===== config.mk =====
export PLATFORM = sky130hd
export DESIGN_NAME = if_fetch_unit_flat
export DESIGN_NICKNAME = d
export VERILOG_FILES = /design/src/rtl/if_fetch_unit_if.sv /design/src/rtl/if_fetch_unit.sv /design/src/flat_wrapper.sv
export SDC_FILE = /design/constraint.sdc
export NUM_CORES = 1
export LEC_CHECK = 0
export CORE_MARGIN = 2
export CORE_UTILIZATION = 35
export CTS_CLUSTER_DIAMETER = 60
export DETAILED_ROUTE_END_ITERATION = 8
export DONT_BUFFER_PORTS = 1
export PLACE_DENSITY = 0.5
export SYNTH_ARGS = -nofsm -noshare
export SYNTH_HDL_FRONTEND = slang
export SYNTH_SLANG_ARGS = --single-unit

===== constraint.sdc =====
create_clock -name clk -period 8.9 [get_ports clk]
set_clock_uncertainty 0.05 [all_clocks]
set_input_delay 1.78 -clock clk [delete_from_list [all_inputs] [get_ports clk]]
set_output_delay 1.78 -clock clk [all_outputs]
set_load 0.02 [all_outputs]

===== src/rtl/if_fetch_unit_if.sv =====
// Instruction-memory request/response bus between the fetch stage and imem.
// Requests are valid/ready; responses return in order, one per accepted request.
interface if_fetch_unit_if;
    localparam int unsigned ADDR_W = 64;
    localparam int unsigned INST_W = 32;

    logic              imem_req;
    logic [ADDR_W-1:0] imem_addr;
    logic              imem_ready;
    logic              imem_rvalid;
    logic [INST_W-1:0] imem_rdata;

    modport master (
        output imem_req,
        output imem_addr,
        input  imem_ready,
        input  imem_rvalid,
        input  imem_rdata
    );

    modport slave (
        input  imem_req,
        input  imem_addr,
        output imem_ready,
        output imem_rvalid,
        output imem_rdata
    );
endinterface


===== src/rtl/if_fetch_unit.sv =====
// RV64 instruction fetch stage: owns the PC, issues in-order imem requests, buffers
// responses in a small prefetch queue and presents {PC, inst} (or a bubble) to IF/ID.
module if_fetch_unit #(
    parameter logic [63:0] RESET_PC = 64'd0,
    parameter int unsigned DEPTH    = 2
) (
    input  logic                   clk,
    input  logic                   reset,
    input  logic                   PC_Write,
    input  logic                   branch_taken,
    input  logic [63:0]            branch_target,
    if_fetch_unit_if.master        imem,
    output logic [63:0]            PC_Out,
    output logic [31:0]            Inst_Out,
    output logic                   inst_valid
);

    localparam int unsigned XLEN  = 64;
    localparam int unsigned ILEN  = 32;
    localparam int unsigned PTR_W = $clog2(DEPTH);
    localparam int unsigned CNT_W = PTR_W + 1;
    localparam int unsigned SUM_W = CNT_W + 1;

    typedef struct packed {
        logic [XLEN-1:0] pc;
        logic [ILEN-1:0] inst;
    } entry_t;

    // Architectural / queue state
    logic [XLEN-1:0]  fetch_pc_q,    fetch_pc_d;
    logic [XLEN-1:0]  resp_pc_q,     resp_pc_d;
    logic [CNT_W-1:0] outstanding_q, outstanding_d;
    logic [CNT_W-1:0] drop_cnt_q,    drop_cnt_d;
    logic [CNT_W-1:0] count_q,       count_d;
    logic [PTR_W-1:0] rd_ptr_q,      rd_ptr_d;
    logic [PTR_W-1:0] wr_ptr_q,      wr_ptr_d;
    entry_t           queue_q [DEPTH];

    logic             space_ok;
    logic             accept;
    logic             dropping;
    logic             push;
    logic             pop;
    logic [XLEN-1:0]  target_aligned;
    entry_t           head;
    logic             unused_target_bits;

    assign unused_target_bits = ^branch_target[1:0];
    assign target_aligned     = {branch_target[XLEN-1:2], 2'b00};

    // Request side and handshake qualifiers. Space check ignores a same-cycle pop.
    always_comb begin
        space_ok       = (SUM_W'(outstanding_q) + SUM_W'(count_q)) < SUM_W'(DEPTH);
        imem.imem_req  = !reset && !branch_taken && space_ok;
        imem.imem_addr = fetch_pc_q;
        accept         = imem.imem_req && imem.imem_ready;
        dropping       = (drop_cnt_q != '0);
        push           = imem.imem_rvalid && !dropping && !branch_taken;
        inst_valid     = (count_q != '0);
        pop            = PC_Write && inst_valid && !branch_taken;
    end

    // Presented head; a bubble is all zeros.
    always_comb begin
        head     = queue_q[rd_ptr_q];
        PC_Out   = inst_valid ? head.pc   : '0;
        Inst_Out = inst_valid ? head.inst : '0;
    end

    // Next-state logic; a redirect flushes the queue and retargets both PCs.
    always_comb begin
        fetch_pc_d    = fetch_pc_q;
        resp_pc_d     = resp_pc_q;
        outstanding_d = outstanding_q + CNT_W'(accept) - CNT_W'(imem.imem_rvalid);
        drop_cnt_d    = drop_cnt_q;
        count_d       = count_q;
        rd_ptr_d      = rd_ptr_q;
        wr_ptr_d      = wr_ptr_q;

        if (branch_taken) begin
            fetch_pc_d = target_aligned;
            resp_pc_d  = target_aligned;
            // Every response still in flight is stale; drop_cnt is a subset of outstanding.
            drop_cnt_d = outstanding_q - CNT_W'(imem.imem_rvalid);
            count_d    = '0;
            rd_ptr_d   = '0;
            wr_ptr_d   = '0;
        end else begin
            if (accept) begin
                fetch_pc_d = fetch_pc_q + XLEN'(4);
            end
            if (imem.imem_rvalid && dropping) begin
                drop_cnt_d = drop_cnt_q - CNT_W'(1);
            end
            if (push) begin
                resp_pc_d = resp_pc_q + XLEN'(4);
                wr_ptr_d  = wr_ptr_q + PTR_W'(1);
            end
            if (pop) begin
                rd_ptr_d = rd_ptr_q + PTR_W'(1);
            end
            count_d = count_q + CNT_W'(push) - CNT_W'(pop);
        end
    end

    // Control state registers
    always_ff @(posedge clk) begin
        if (reset) begin
            fetch_pc_q    <= RESET_PC;
            resp_pc_q     <= RESET_PC;
            outstanding_q <= '0;
            drop_cnt_q    <= '0;
            count_q       <= '0;
            rd_ptr_q      <= '0;
            wr_ptr_q      <= '0;
        end else begin
            fetch_pc_q    <= fetch_pc_d;
            resp_pc_q     <= resp_pc_d;
            outstanding_q <= outstanding_d;
            drop_cnt_q    <= drop_cnt_d;
            count_q       <= count_d;
            rd_ptr_q      <= rd_ptr_d;
            wr_ptr_q      <= wr_ptr_d;
        end
    end

    // Queue storage; contents are only observed through count, so no reset needed.
    always_ff @(posedge clk) begin
        if (!reset && push) begin
            queue_q[wr_ptr_q] <= '{pc: resp_pc_q, inst: imem.imem_rdata};
        end
    end

endmodule


===== src/flat_wrapper.sv =====
// flat-port wrapper written by rule: the top's interface ports become plain ports
module if_fetch_unit_flat 
#(
    parameter logic [63:0] RESET_PC = 64'd0,
    parameter int unsigned DEPTH    = 2
)
  (clk, reset, PC_Write, branch_taken, branch_target, PC_Out, Inst_Out, inst_valid, imem_imem_req, imem_imem_addr, imem_imem_ready, imem_imem_rvalid, imem_imem_rdata);
  if_fetch_unit_if imem_i ();
  input  logic clk;
  input  logic reset;
  input  logic PC_Write;
  input  logic branch_taken;
  input  logic [63:0] branch_target;
  output logic [63:0] PC_Out;
  output logic [31:0] Inst_Out;
  output logic inst_valid;
  output wire logic [$bits(imem_i.imem_req)-1:0] imem_imem_req;
  output wire logic [$bits(imem_i.imem_addr)-1:0] imem_imem_addr;
  input wire logic [$bits(imem_i.imem_ready)-1:0] imem_imem_ready;
  input wire logic [$bits(imem_i.imem_rvalid)-1:0] imem_imem_rvalid;
  input wire logic [$bits(imem_i.imem_rdata)-1:0] imem_imem_rdata;
  assign imem_imem_req = imem_i.imem_req;
  assign imem_imem_addr = imem_i.imem_addr;
  assign imem_i.imem_ready = imem_imem_ready;
  assign imem_i.imem_rvalid = imem_imem_rvalid;
  assign imem_i.imem_rdata = imem_imem_rdata;
  if_fetch_unit #(.RESET_PC(RESET_PC), .DEPTH(DEPTH)) u_core (.clk(clk), .reset(reset), .PC_Write(PC_Write), .branch_taken(branch_taken), .branch_target(branch_target), .imem(imem_i), .PC_Out(PC_Out), .Inst_Out(Inst_Out), .inst_valid(inst_valid));
endmodule

[Word-level counts from Yosys, hierarchy flattened]
Memories as Yosys holds them, arrays and structs flattened. A register that Yosys moved wholly into a read port is not among the register bits.
Cells that the tools add are included.
Operators by class
  add/sub/neg operators: 11
  $mul: 0
  div/mod/pow operators: 0
  order comparisons: 1
  eq/ne operators: 0
  shift-type cells: 0
  muxes and demuxes: 12
  bitwise operators: 0
  reductions and logical operators: 18
Operators by type and width (number)
  64-bit 2-to-1 mux: 5
  64-bit by 3-bit adder with 64-bit output, second input constant: 2
  32-bit 2-to-1 mux: 1
  2-bit nonzero test: 5
  1-bit logical AND: 9
  2-bit by 1-bit subtractor with 2-bit output: 3
  2-bit by 1-bit adder with 2-bit output: 2
  1-bit 2-to-1 mux: 4
  2-bit 2-to-1 mux: 2
  2-bit by 2-bit adder with 3-bit output: 1
  1-bit zero test: 3
  3-bit by 2-bit < comparator with 1-bit output, second input constant: 1
  1-bit adder, second input constant: 2
  2-bit OR reduction: 1
  2-bit by 1-bit subtractor with 2-bit output, second input constant: 1
Storage, ports and cells
  bits in registers: 136
  bits in latches: 0
  RAM bits: 192
  bits in read-only memories: 0
  bits of input ports: 102
  output and inout bits: 162
  logic and storage cells: 52
  memories kept: 1
Memory list
  u_core.queue_q: depth 2, bits a word 96, rd ports 1, clocked after memory_dff 1, write ports 1, RTL line if_fetch_unit.sv:37  | entry_t queue_q [DEPTH];

[Longest topological paths before layout]
  word-level depth: 7
  gate-level depth with buffers: 11
  gate-level depth less buffers: 10

[Least setup slack after synthesis]
No wires, ideal clock.
  path kind: input to register
  from: input branch_taken
  to: memory u_core.queue_q[0][0] in the netlist's numbering, enable pin
  library setup time: 662 ps
  arrival time: 8647 ps
  required time: 8188 ps
  slack: -459 ps
  cell stages on the path: 3
  path through: or2_2 clkbuf_1 nor3_1
Between the ends
  cells in the longest elaborated chain, start to end: 5
RTL lines
  from (decl): RTL line flat_wrapper.sv:12  | input logic branch_taken;
  1-bit zero test: RTL line if_fetch_unit.sv:58  | push = imem.imem_rvalid && !dropping && !branch_taken;
  1-bit logical AND: RTL line if_fetch_unit.sv:58
  1-bit logical AND: RTL line if_fetch_unit.sv:129  | if (!reset && push) begin
  1-bit 2-to-1 mux: RTL line if_fetch_unit.sv:129
  1-bit 2-to-1 mux (implied by the code): RTL line if_fetch_unit.sv:130  | queue_q[wr_ptr_q] <= '{pc: resp_pc_q, inst: imem.imem_rdata};
  to (decl): RTL line if_fetch_unit.sv:37
Every way passes these cells.

[Worst setup path in the final report]
  from: input branch_taken
  to: output imem_imem_req
Between the ends
  cells in the longest elaborated chain, start to end: 3
RTL lines
  1-bit zero test: RTL line if_fetch_unit.sv:54  | imem.imem_req = !reset && !branch_taken && space_ok;
  1-bit logical AND (2 in a row): RTL line if_fetch_unit.sv:54
  to (decl): RTL line flat_wrapper.sv:17  | output wire logic [$bits(imem_i.imem_req)-1:0] imem_imem_req;
Every way passes these cells.

==> out/qor.txt <==
H-tree depth - 2
Netlist cell types - 55
I/O Pins - 264
Largest net degree at the start of global routing - 121
Per-cell routed wire length - 23.07 um
Worst-Margin Slew - 1.184 ns
Die height - 210.8 um
Critical-path top delay cell - nor3_1
Worst-Skew Late Latency - 0.54 ns
Fin. max-slew vios - 0
Crit path max-delay family - simple AND/OR/NAND/NOR gates
Sequential fraction of the synthesis area - 55.49%
Total congestion overflow - 0
Synth Instances - 1405
RSZ-0062 raised after global routing - false
Std-Cell Rows - 75
Seq cells post-synth - 321
Vias in the first global route - 10210
Vias - 10910
GPL Wtd Cong - 0.8705
DRC Markers - 0
Crit end category - output pin
CTS Buf Count - 37
Post-synth top cells - edfxtp_1 (188), nor2_1 (148), dfxtp_1 (133)
Post-Syn Area - 0.01497 sq mm
Ranking of synthesized cells by area - edfxtp_1 (38%), dfxtp_1 (18%), mux2i_1 (6.4%)
Fraction of registers with async set or reset after synthesis - 0%
Initial core utilization - 35.61%
Worst-path clk slew - 0.06 ns
Critical path cell sequence - or2_2 -> nor3_1
CTS tree - yes
Crit path DAT - 3.21 ns
Core box area - 0.04204 sq mm
Final TNS setup - 0 ns
Min Clock Period, post-route - 5.039 ns
Resize count post-CTS - 0
Number of vias per cell - 5.630
Most common cell in the netlist - edfxtp_1
Crit-path max FO - 120
Leading area contributor after synthesis - edfxtp_1
Longest Clk Path Bufs - 3
WHS - 0.4579 ns
Chip Width - 210.8 um
Gr usage total - 19.73%
Post-Place Setup Slack - 3.977 ns
Yosys warns - 0
Slew HR - 20.35%
Worst reg2reg startpoint - u_core.count_q[0]
Peak supply drop - 0.09770 mV
WL final - 44690 um
Critical path class - in2out
First-pass GRT wire length - 66130 um
Number of port buffers - 0
Setup ws final - 3.861 ns
Final-layout fill cell count - 4144
Post-synth EDFFs - 188
FMAX - 198.5 MHz
Top_reg_cell synth - edfxtp_1
Initial antenna violation count - 0
Buf+Inv Stages, Crit Path - 0
Number of max-cap violations - 0
Layout net count - 1480
Worst setup SP type - input port
Final core utilization - 39.40%
Tcrit/Tclk final - 56.62%
HP Class - reg2reg
Final setup viols - 0
Die area - 0.04445 sq mm
Leakage power - 5.212 nW
CP required - 7.07 ns
Layout cells sized above 1 - 5.440%
Drt pass-1 iters - 5
Dpl hpwl - 31360 um
Clk sink count - 321
Post-CTS Hold Fix Bufs - 0
Setup bufs post-CTS - 0
Pwr dens - 205.3 mW/mm^2
Syn avg cell area - 10.66 sq um
Crit path from - branch_taken
Min-delay src - u_core.rd_ptr_q
Drt initial violations - 713
Max stage delay on crit path - 0.86 ns
Status - complete, no violations
Share of the synthesized area in the top cell type - 37.71%
Root Buffer - clkbuf_16
Fin. Hold Viols - 0
Post-DRT Antenna Nets - 0
Area delta synth->final - 10.65%
==> through the flow <==
step,area [sq um],total power [mW],instances
finish,16570,3.401,1937
CTS,16560,3.451,1936
global route,16560,3.541,1936
global placement,15430,1.983,1870
floorplan,14990,1.917,1408
detailed placement,15430,1.989,1870
==> cells in the final DEF (no fill, tap or decap), types with 8 or more instances in the layout <==
cell type / count
o31a_1: 38
edfxtp_1: 188
a211oi_1: 20
o21ai_0: 8
nand2_1: 70
nor3_1: 25
nor2_1: 147
a31oi_1: 16
and4_1: 19
mux2i_1: 96
or4_1: 18
o31ai_1: 9
inv_1: 60
o211ai_1: 11
dfxtp_1: 132
xnor2_1: 27
o21a_1: 13
o21bai_1: 10
nor4_1: 43
xor2_1: 37
or3_1: 18
nand4_1: 65
a21oi_1: 54
buf_4: 12
clkbuf_16: 39
and3_1: 29
clkbuf_1: 12
nand3_1: 58
a21boi_0: 41
==> sequential cells by signal (all words and copies together) (netlist names), named ones only <==
register and flops:
u_core.queue_q 188, u_core.imem.imem_addr 62, u_core.resp_pc_q 62, u_core.count_q 2, u_core.drop_cnt_q 2, u_core.outstanding_q 2
u_core.rd_ptr_q 1, u_core.wr_ptr_q 1
==> where the power goes <==
group          leakage, nW  internal, mW  switching (mW)
registers             2.82          1.64           0.112
logic                 1.84        0.0761           0.132
clock network        0.551         0.847           0.597
total                 5.21          2.56           0.841
==> per-layer routing <==
| layer | vias to the layer above | wire [um] | GRT usage, % |
|---|---|---|---|
| li1 | 5182 | - | - |
| met1 | 5264 | 20680 | 27.32 |
| met2 | 396 | 18560 | 28.58 |
| met3 | 63 | 4266 | 7.345 |
| met4 | 0 | 1174 | 6.095 |
| met5 | - | 0 | 0 |
==> cell type report <==
class | count | area [sq um] | area share (%)
flip-flops and latches | 321 | 8312 | 50.17
multi-input cells | 936 | 6118 | 36.93
clock buffers | 53 | 1049 | 6.329
well taps | 539 | 674.4 | 4.071
inverters | 62 | 232.7 | 1.405
repair buffers | 12 | 90.09 | 0.5438
clock inverters | 13 | 87.58 | 0.5287
diodes | 1 | 2.502 | 0.01511
==> kinds of logic after synthesis <==
logic type,count (synthesis),share of synthesized area [%]
simple gates,525,18.34
flops,321,55.49
compound gates,239,11.32
buf+inv,151,3.953
mux,96,6.418
xor+xnor,64,3.744
fa+ha+maj,8,0.7187
other cells,1,0.02505
==> worst paths after layout <==
kind	to	slack, ns	cells past startpoint
worst max register to register	u_core.imem.imem_addr[47]	5.43	9
worst min register to register	u_core.rd_ptr_q	0.46	2
worst max-delay path	imem_imem_req	3.86	2
worst min-delay path	u_core.rd_ptr_q	0.46	2
Note: power is estimated with default switching activity, not from simulation.
